File: src/rtl/imem_loader.sv
// imem_loader: boot-time instruction memory writer.
// Receives a framed byte stream, packs little-endian 32-bit words, drives the
// memory write port and holds the CPU in reset until a frame's checksum is good.
// Frame: SYNC_BYTE, LEN_LO, LEN_HI, 4*N data bytes (LSB first), CSUM (XOR of data).
// Ports:
//   clk, rstn          clock, asynchronous active-low reset
//   i_rx_valid/data    incoming byte; o_rx_ready accepts it (transfer on valid&ready)
//   o_mem_we/addr/wdata instruction memory write port (addr = word_index<<2)
//   o_cpu_hold         1 = keep CPU in reset
//   o_busy/done/err    frame in progress / last frame OK / last frame failed
//   o_words_loaded     words written in current/last frame
module imem_loader #(
  parameter int unsigned DEPTH_WORDS = 256,
  parameter logic [7:0]  SYNC_BYTE   = 8'hA5,
  parameter int unsigned TIMEOUT_CYC = 100000,
  parameter bit          BOOT_HOLD   = 1'b1
) (
  input  logic        clk,
  input  logic        rstn,
  input  logic        i_rx_valid,
  input  logic [7:0]  i_rx_data,
  output logic        o_rx_ready,
  output logic        o_mem_we,
  output logic [31:0] o_mem_addr,
  output logic [31:0] o_mem_wdata,
  output logic        o_cpu_hold,
  output logic        o_busy,
  output logic        o_done,
  output logic        o_err,
  output logic [15:0] o_words_loaded
);

  localparam int unsigned TW = (TIMEOUT_CYC > 1) ? $clog2(TIMEOUT_CYC) : 1;

  typedef enum logic [2:0] {
    IDLE, LEN0, LEN1, DATA, WRITE, CSUM, DONE, ERR
  } state_t;

  state_t        state_q, state_d;
  logic [15:0]   len_q, len_d;
  logic [15:0]   idx_q, idx_d;
  logic [23:0]   word_q, word_d;
  logic [1:0]    bcnt_q, bcnt_d;
  logic [7:0]    csum_q, csum_d;
  logic [TW-1:0] tmo_q, tmo_d;

  logic          ready_q, ready_d;
  logic          we_q, we_d;
  logic [31:0]   addr_q, addr_d;
  logic [31:0]   wdata_q, wdata_d;
  logic          hold_q, hold_d;
  logic          busy_q, busy_d;
  logic          done_q, done_d;
  logic          err_q, err_d;
  logic [15:0]   words_q, words_d;

  logic          fire;
  logic [15:0]   n_len;

  assign fire  = i_rx_valid & ready_q;
  assign n_len = {i_rx_data, len_q[7:0]};

  always_comb begin
    state_d = state_q;
    len_d   = len_q;
    idx_d   = idx_q;
    word_d  = word_q;
    bcnt_d  = bcnt_q;
    csum_d  = csum_q;
    tmo_d   = '0;
    we_d    = 1'b0;
    addr_d  = addr_q;
    wdata_d = wdata_q;
    hold_d  = hold_q;
    busy_d  = busy_q;
    done_d  = done_q;
    err_d   = err_q;
    words_d = words_q;
    ready_d = 1'b1;

    case (state_q)
      IDLE, DONE, ERR: begin
        if (fire && (i_rx_data == SYNC_BYTE)) begin
          state_d = LEN0;
          busy_d  = 1'b1;
          hold_d  = 1'b1;
          done_d  = 1'b0;
          err_d   = 1'b0;
          words_d = '0;
          idx_d   = '0;
          csum_d  = '0;
          bcnt_d  = '0;
        end
      end
      LEN0: begin
        if (fire) begin
          len_d[7:0] = i_rx_data;
          state_d    = LEN1;
        end
      end
      LEN1: begin
        if (fire) begin
          len_d = n_len;
          if (32'(n_len) > DEPTH_WORDS) begin
            state_d = ERR;
            err_d   = 1'b1;
            hold_d  = 1'b1;
            busy_d  = 1'b0;
          end else if (n_len == 16'd0) begin
            state_d = CSUM;
          end else begin
            state_d = DATA;
          end
        end
      end
      DATA: begin
        if (fire) begin
          csum_d = csum_q ^ i_rx_data;
          bcnt_d = bcnt_q + 2'd1;
          case (bcnt_q)
            2'd0: word_d[7:0]   = i_rx_data;
            2'd1: word_d[15:8]  = i_rx_data;
            2'd2: word_d[23:16] = i_rx_data;
            default: begin
              // Fourth byte goes straight to the write port; the WRITE
              // cycle then presents it with we=1.
              state_d = WRITE;
              we_d    = 1'b1;
              addr_d  = {14'b0, idx_q, 2'b00};
              wdata_d = {i_rx_data, word_q};
            end
          endcase
        end
      end
      WRITE: begin
        idx_d   = idx_q + 16'd1;
        words_d = words_q + 16'd1;
        state_d = ((idx_q + 16'd1) == len_q) ? CSUM : DATA;
      end
      CSUM: begin
        if (fire) begin
          if (i_rx_data == csum_q) begin
            state_d = DONE;
            done_d  = 1'b1;
            hold_d  = 1'b0;
            busy_d  = 1'b0;
          end else begin
            state_d = ERR;
            err_d   = 1'b1;
            hold_d  = 1'b1;
            busy_d  = 1'b0;
          end
        end
      end
      default: state_d = IDLE;
    endcase

    // Idle-gap watchdog inside a frame; a received byte restarts the count.
    if ((state_q == LEN0 || state_q == LEN1 || state_q == DATA || state_q == CSUM) && !fire) begin
      tmo_d = tmo_q + TW'(1);
      if ((TIMEOUT_CYC != 0) && (32'(tmo_q) == TIMEOUT_CYC - 32'd1)) begin
        state_d = ERR;
        err_d   = 1'b1;
        hold_d  = 1'b1;
        busy_d  = 1'b0;
        done_d  = 1'b0;
      end
    end

    ready_d = (state_d != WRITE);
  end

  always_ff @(posedge clk or negedge rstn) begin
    if (!rstn) begin
      state_q <= IDLE;
      len_q   <= '0;
      idx_q   <= '0;
      word_q  <= '0;
      bcnt_q  <= '0;
      csum_q  <= '0;
      tmo_q   <= '0;
      ready_q <= 1'b1;
      we_q    <= 1'b0;
      addr_q  <= '0;
      wdata_q <= '0;
      hold_q  <= BOOT_HOLD;
      busy_q  <= 1'b0;
      done_q  <= 1'b0;
      err_q   <= 1'b0;
      words_q <= '0;
    end else begin
      state_q <= state_d;
      len_q   <= len_d;
      idx_q   <= idx_d;
      word_q  <= word_d;
      bcnt_q  <= bcnt_d;
      csum_q  <= csum_d;
      tmo_q   <= tmo_d;
      ready_q <= ready_d;
      we_q    <= we_d;
      addr_q  <= addr_d;
      wdata_q <= wdata_d;
      hold_q  <= hold_d;
      busy_q  <= busy_d;
      done_q  <= done_d;
      err_q   <= err_d;
      words_q <= words_d;
    end
  end

  assign o_rx_ready     = ready_q;
  assign o_mem_we       = we_q;
  assign o_mem_addr     = addr_q;
  assign o_mem_wdata    = wdata_q;
  assign o_cpu_hold     = hold_q;
  assign o_busy         = busy_q;
  assign o_done         = done_q;
  assign o_err          = err_q;
  assign o_words_loaded = words_q;

endmodule

File: config.mk
export PLATFORM = sky130hd
export DESIGN_NAME = imem_loader
export DESIGN_NICKNAME = d
export VERILOG_FILES = /design/src/rtl/imem_loader.sv
export SDC_FILE = /design/constraint.sdc
export NUM_CORES = 1
export LEC_CHECK = 0
export CORE_UTILIZATION = 35
export DETAILED_ROUTE_END_ITERATION = 6
export GPL_TIMING_DRIVEN = 0
export HOLD_SLACK_MARGIN = 0.02
export PLACE_DENSITY = 0.61
export SLEW_MARGIN = 20
export SYNTH_ARGS = -nofsm -noshare
export SYNTH_HDL_FRONTEND = slang
export SYNTH_SLANG_ARGS = --single-unit
File: constraint.sdc
create_clock -name clk -period 2.63 [get_ports clk]
set_input_delay 0.526 -clock clk [delete_from_list [all_inputs] [get_ports clk]]
set_output_delay 0.526 -clock clk [all_outputs]
set_load 0.005 [all_outputs]
# After elaboration in Yosys (flattened, before gate mapping)
# Cells that the tools add are included.
# classes
add_sub_neg	4
mul	0
div	0
order_cmp	1
eq_ne	16
n_shift	0
n_mux	57
n_bitwise	4
n_reduce_logical	21
# ops
cell	count
case mux 16 bit (2 select lines)	2
two-way mux 3 bit	11
adder 16 x 1 -> 16 bit, second input constant	2
case mux 8 bit (2 select lines)	2
two-way mux 1 bit	29
two-way mux 8 bit	3
case mux 3 bit (6 select lines)	1
AND reduction 3 bit	6
adder 17 x 1 -> 17 bit, second input constant	1
== test 17 bit, second input constant	1
two-way mux 17 bit	1
== test 16 bit	1
greater-than comparator 16 x 9 -> 1 bit, second input constant	1
logical NOT 16 bit	1
two-way mux 16 bit	1
== test 3 bit, second input constant	4
case mux 1 bit (3 select lines)	3
== test 8 bit	1
== test 8 bit, second input constant	1
bitwise XOR 8 bit	1
== test 3 x 2 -> 1 bit, second input constant	2
OR reduction 3 bit	2
two-way mux 2 bit	2
!= test 2 bit, second input constant	2
16 further kinds	22
# word_totals
register_bits	156
latchBits	0
ram_bits	0
rom_bits	0
in_bits	11
out_inout_bits	86
wordCells	122
n_memories	0

# Logic depth before layout (Yosys ltp)
# depth
ltp_word	8
mapped_depth	9
ltp_nobuf	8

# Worst setup path before layout
# Ideal clock, no wire load.
# synth_timing
kind	input port to flip-flop
start	in i_rx_data[4]
end	reg state_q[1]
setup_time_ps	138
arrival_ps	2318
required_ps	2492
path_slack_ps	174
cell_stages	6
path_buffers	1
cell_sequence	buf_4 > or4_4 > or4_4 > or4_1 > a22oi_1 > o211ai_1
# synth_via
elab_chain_cells	7
elab_cells_between_ends	11
cone_classes	1 x order compare; 1 x eq/ne; 7 x mux; 2 x reduce/logical
# synth_rtl
element	line	source
from (decl)	21	input logic [7:0] i_rx_data,
branches (longest 4 deep; another with greater-than comparator 16 x 9 -> 1 bit)	n/a	
case mux 3 bit (6 select lines) (*)	81	case (state_q)
two-way mux 3 bit	161	if ((TIMEOUT_CYC != 0) && (32'(tmo_q) == TIMEOUT_CYC - 32'd1)) begin
two-way mux 3 bit (*)	159	if ((state_q == LEN0 || state_q == LEN1 || state_q == DATA || state_q == CSUM) && !fire) begin
named net state_d[1]	39	state_t state_q, state_d;
to (signal assigned)	192	state_q <= state_d;
to (decl)	39	
# Mark *: on every way through the listed nets, which the timed path passes.
# A chain may end at the register's enable or synchronous reset.

# Worst setup path in the final report
# layout_timing
start	in i_rx_data[5]
end	reg idx_q[10]
# layout_via
elab_chain_cells	4
# layout_rtl
element	line	source
== test 8 bit	83	if (fire && (i_rx_data == SYNC_BYTE)) begin
logical AND 1 bit	83	
!= test 2 bit (no line)	n/a	
AND reduction 2 bit (no line)	n/a	
to (signal assigned)	194	idx_q <= idx_d;
to (decl)	41	logic [15:0] idx_q, idx_d;
# No other way between the ends.

==> impl_summary.txt <==
----------------------------------------------------
[Status]
  Run status ... finished, final reports clean

[Placed design]
  Post-Place Setup Slack ... -0.764 ns
  Half-perimeter wire length after placement ... 11,400 microns
  Area after DPL ... 8530 sq um
  Post-placement cell count ... 1,040
  Final estimated routing congestion in global placement ... 0.823
  Number of buffers inserted by port buffering ... 76

[Power and ir drop]
  Share of total power in sequential cells ... 41.2%
  Clock power share ... 26.8%
  Total power of the final layout ... 9.54 mW
  Switching power ... 3.11 mW
  Pwr Density ... 1040 nW/um^2
  Switching power share of the total ... 32.6%
  Comb power frac ... 32.0%
  Maximum vdd ir drop ... 0.000604 V
  Static Leak ... 3.97 nW
  Internal power summed over all cells ... 6.44 mW

[Worst setup path]
  Critical path startpoint category ... input port
  Setup slack of the most critical reg-to-reg path ... 0.23 ns
  R2r worst-path depth ... 7
  Worst flop-to-flop path startpoint ... idx_q[0]
  Maximum fanout encountered on the critical timing path ... 10
  Required @ worst endpoint ... 2.92 ns
  Crit path arrival time ... 2.71 ns
  Setup CP Type ... input port to flip-flop
  End of the worst register-to-register path ... state_q[1]
  Setup crit end kind ... flip-flop

[Global routing]
  Number of global-route vias before repair ... 5,083
  Total track usage ... 16.4%
  Global-route wire length before repair ... 27,600 microns
  Maximum number of pins on one net before global-route repair ... 87
  Antenna violations before repair ... 0
  Gr ovfl total ... 0

[STA]
  Number of pins with negative max-slew slack in the final report ... 0
  Shortest clock period the worst path allows after layout ... 2.42 ns
  Fin Setup TNS ... 0 ns
  Actual transition at the worst max-transition pin ... 0.853 ns
  PnR worst setup slack ... 0.210 ns
  Worst-case hold slack ... 0.0501 ns
  Worst setup skew after layout ... 0.00728 ns
  Part of the cycle the worst path needs ... 92.0%
  Count of final setup violators ... 0
  Final hold viol count ... 0
  RSZ-0062 raised after global routing ... no
  Fmax ... 413 MHz
  Worst slew margin ... 43.0%

[Detailed routing]
  Routed wire per std cell ... 15.6 microns
  DR DRC count ... 0
  Via-per-instance ratio ... 4.89
  DR pass1 iterations ... 5
  Number of routed nets with antenna violations ... 0
  Total number of vias ... 5,240
  Number of DRC violations after detailed-routing iteration 0 ... 354
  Post-detailed-routing wire length ... 16,800 microns

[Logic synthesis]
  Library cells used by synthesis ... 47
  Asr flop ratio synth ... 100%
  Cell count after synthesis ... 678
  Most instantiated flip-flop cell in the synthesis netlist ... sky130_fd_sc_hd__dfrtp_1
  Yosys top cell area share ... 52.5%
  Most frequent cell after synthesis ... sky130_fd_sc_hd__dfrtp_1
  Top cell type by total area after synthesis ... sky130_fd_sc_hd__dfrtp_1
  Post-synthesis sequential element count ... 156
  Count of yosys warnings during synthesis ... 0
  Share of the yosys chip area belonging to registers ... 53.2%
  Leading post-synthesis cells by instance count ... sky130_fd_sc_hd__dfrtp_1 (154), sky130_fd_sc_hd__mux2_2 (88), sky130_fd_sc_hd__nand2_1 (73)
  Average cell area after synthesis ... 10.8 sq um
  Summed instance area of the synthesized netlist ... 7340 sq um
  EDFF count, synth ... 0
  Largest cells by area after synthesis ... sky130_fd_sc_hd__dfrtp_1 (52%), sky130_fd_sc_hd__mux2_2 (13%), sky130_fd_sc_hd__nand2_1 (3.7%), sky130_fd_sc_hd__o21ai_0 (3.6%), sky130_fd_sc_hd__xor2_1 (3.0%)

[CTS]
  Clock tree buffer depth ... 2
  Clock-pin slew of the registers on the worst-case setup and hold paths ... 0.06 ns
  Number of H-tree levels ... 4
  Root Buffer ... sky130_fd_sc_hd__clkbuf_16
  Hold_buf cts ... 0
  CTS tree ... done
  Number of clock sinks seen by CTS ... 156
  Clk Latency, worst-skew pair ... 0.42 ns
  Inserted Clock Buffers ... 17
  Number of setup buffers added after CTS ... 0

[Floorplan]
  Number of I/O pins ... 97
  Num rows ... 52
  Vertical die dimension ... 147 microns
  Die width ... 147 microns
  Full die area ... 21,600 sq um
  Initial cell density of the core ... 35.9%
  Core box area ... 20,400 sq um

[Layout]
  Share of layout cells above drive strength 1 ... 19.8%
  Fill cell count ... 1,963
  Fin util ... 44.9%
  Number of antenna cells inserted ... 0
  Area growth syn-to-layout ... 25.0%
  Count of placed standard cells in the final layout, fillers left out ... 1,072
  Cell area after layout ... 9180 sq um
  Nets ... 807

[Job]
  Max-capacitance violation count ... 0

[Hold path]
  Hold/Removal Path Class ... input port to async pin

----------------------------------------------------
[power groups by stage]
| stage | Combinational, mW | Sequential [mW] | Clock [mW] |
|---|---|---|---|
| after floorplan | 1.87 | 3.82 | 0 |
| after global placement | 2.98 | 3.97 | 0 |
| after detailed placement | 3.03 | 3.98 | 0 |
| after CTS | 3.06 | 3.94 | 2.61 |
| after global routing | 3.39 | 4.08 | 2.70 |
| final | 3.05 | 3.93 | 2.55 |
[worst max-delay path, stage by stage]
cell                              delay [ns]
sky130_fd_sc_hd__clkdlybuf4s50_1        0.51
sky130_fd_sc_hd__clkbuf_2               0.32
sky130_fd_sc_hd__nand4_1                0.20
sky130_fd_sc_hd__nor3_2                 0.29
sky130_fd_sc_hd__a21oi_2                0.21
sky130_fd_sc_hd__clkbuf_1               0.29
sky130_fd_sc_hd__o21ai_0                0.24
sky130_fd_sc_hd__o31ai_1                0.11
[cell usage in the layout, fill, tap and decap left out, types with 8 or more instances in the layout]
cell type	count
sky130_fd_sc_hd__a21oi_1	16
sky130_fd_sc_hd__nand2_1	73
sky130_fd_sc_hd__nand3_1	29
sky130_fd_sc_hd__dfrtp_1	154
sky130_fd_sc_hd__o21ai_0	53
sky130_fd_sc_hd__clkbuf_1	27
sky130_fd_sc_hd__nor2_1	43
sky130_fd_sc_hd__xor2_1	25
sky130_fd_sc_hd__conb_1	16
sky130_fd_sc_hd__mux2_2	88
sky130_fd_sc_hd__xnor2_1	15
sky130_fd_sc_hd__and3_1	10
sky130_fd_sc_hd__clkdlybuf4s50_1	75
sky130_fd_sc_hd__clkbuf_16	17
sky130_fd_sc_hd__nand4_1	8
sky130_fd_sc_hd__o31ai_1	12
sky130_fd_sc_hd__inv_1	8
sky130_fd_sc_hd__buf_4	17
[area by class of cell]
type / count / area [sq um] / area share (%)
Sequential cell: 156 / 3910 / 42.6
Multi-Input combinational cell: 478 / 3230 / 35.2
Timing Repair Buffer: 77 / 793 / 8.64
Clock buffer: 17 / 425 / 4.64
Tap cell: 270 / 338 / 3.68
Buffer: 51 / 270 / 2.95
Clock inverter: 15 / 185 / 2.02
Inverter: 8 / 30.0 / 0.327
[kinds of logic after synthesis]
group / after synthesis / synth area share, %
flops: 156 / 53.2
xor+xnor: 40 / 4.77
simple gates: 215 / 14.2
mux: 90 / 13.8
other cells: 1 / 0.0511
fa+ha+maj: 7 / 1.19
buf+inv: 59 / 4.06
compound gates: 110 / 8.81
[worst max-delay path by stage]
| stage | from | to | slack (ns) | cells after the start |
|---|---|---|---|---|
| CTS | state_q[1] | o_mem_wdata[27] | 0.03 | 5 |
| global route | state_q[1] | o_words_loaded[15] | 0.02 | 9 |
| finish | i_rx_data[5] | idx_q[10] | 0.21 | 8 |
| detailed placement | i_rx_data[5] | idx_q[10] | -0.76 | 8 |
| global placement | rstn | idx_q[8] | -5.52 | 1 |
| floorplan | i_rx_data[4] | state_q[1] | 0.17 | 6 |
[registers in the layout (all words and copies together) (netlist names), 2 cells and up]
signal and flops:
bcnt_q 2, csum_q 8, idx_q 16, len_q 16
o_mem_addr 16, o_mem_wdata 32, o_words_loaded 16, state_q 3
tmo_q 17, word_q 24
[repair_timing]
item / 4_1_cts / 5_1_grt
hold endpoints to repair: 0 / 0
gates resized for setup: 3 / 7
setup endpoints to repair: 29 / 59
[per-layer routing]
layer	vias to the layer above	GRT usage (%)	share of wire, %
met2	103	25.0	45
met5	-	0	0
met1	2538	22.7	48
met4	0	3.75	0.62
li1	2590	-	-
met3	9	5.00	5.9
Note: power is estimated with default switching activity, not from simulation.
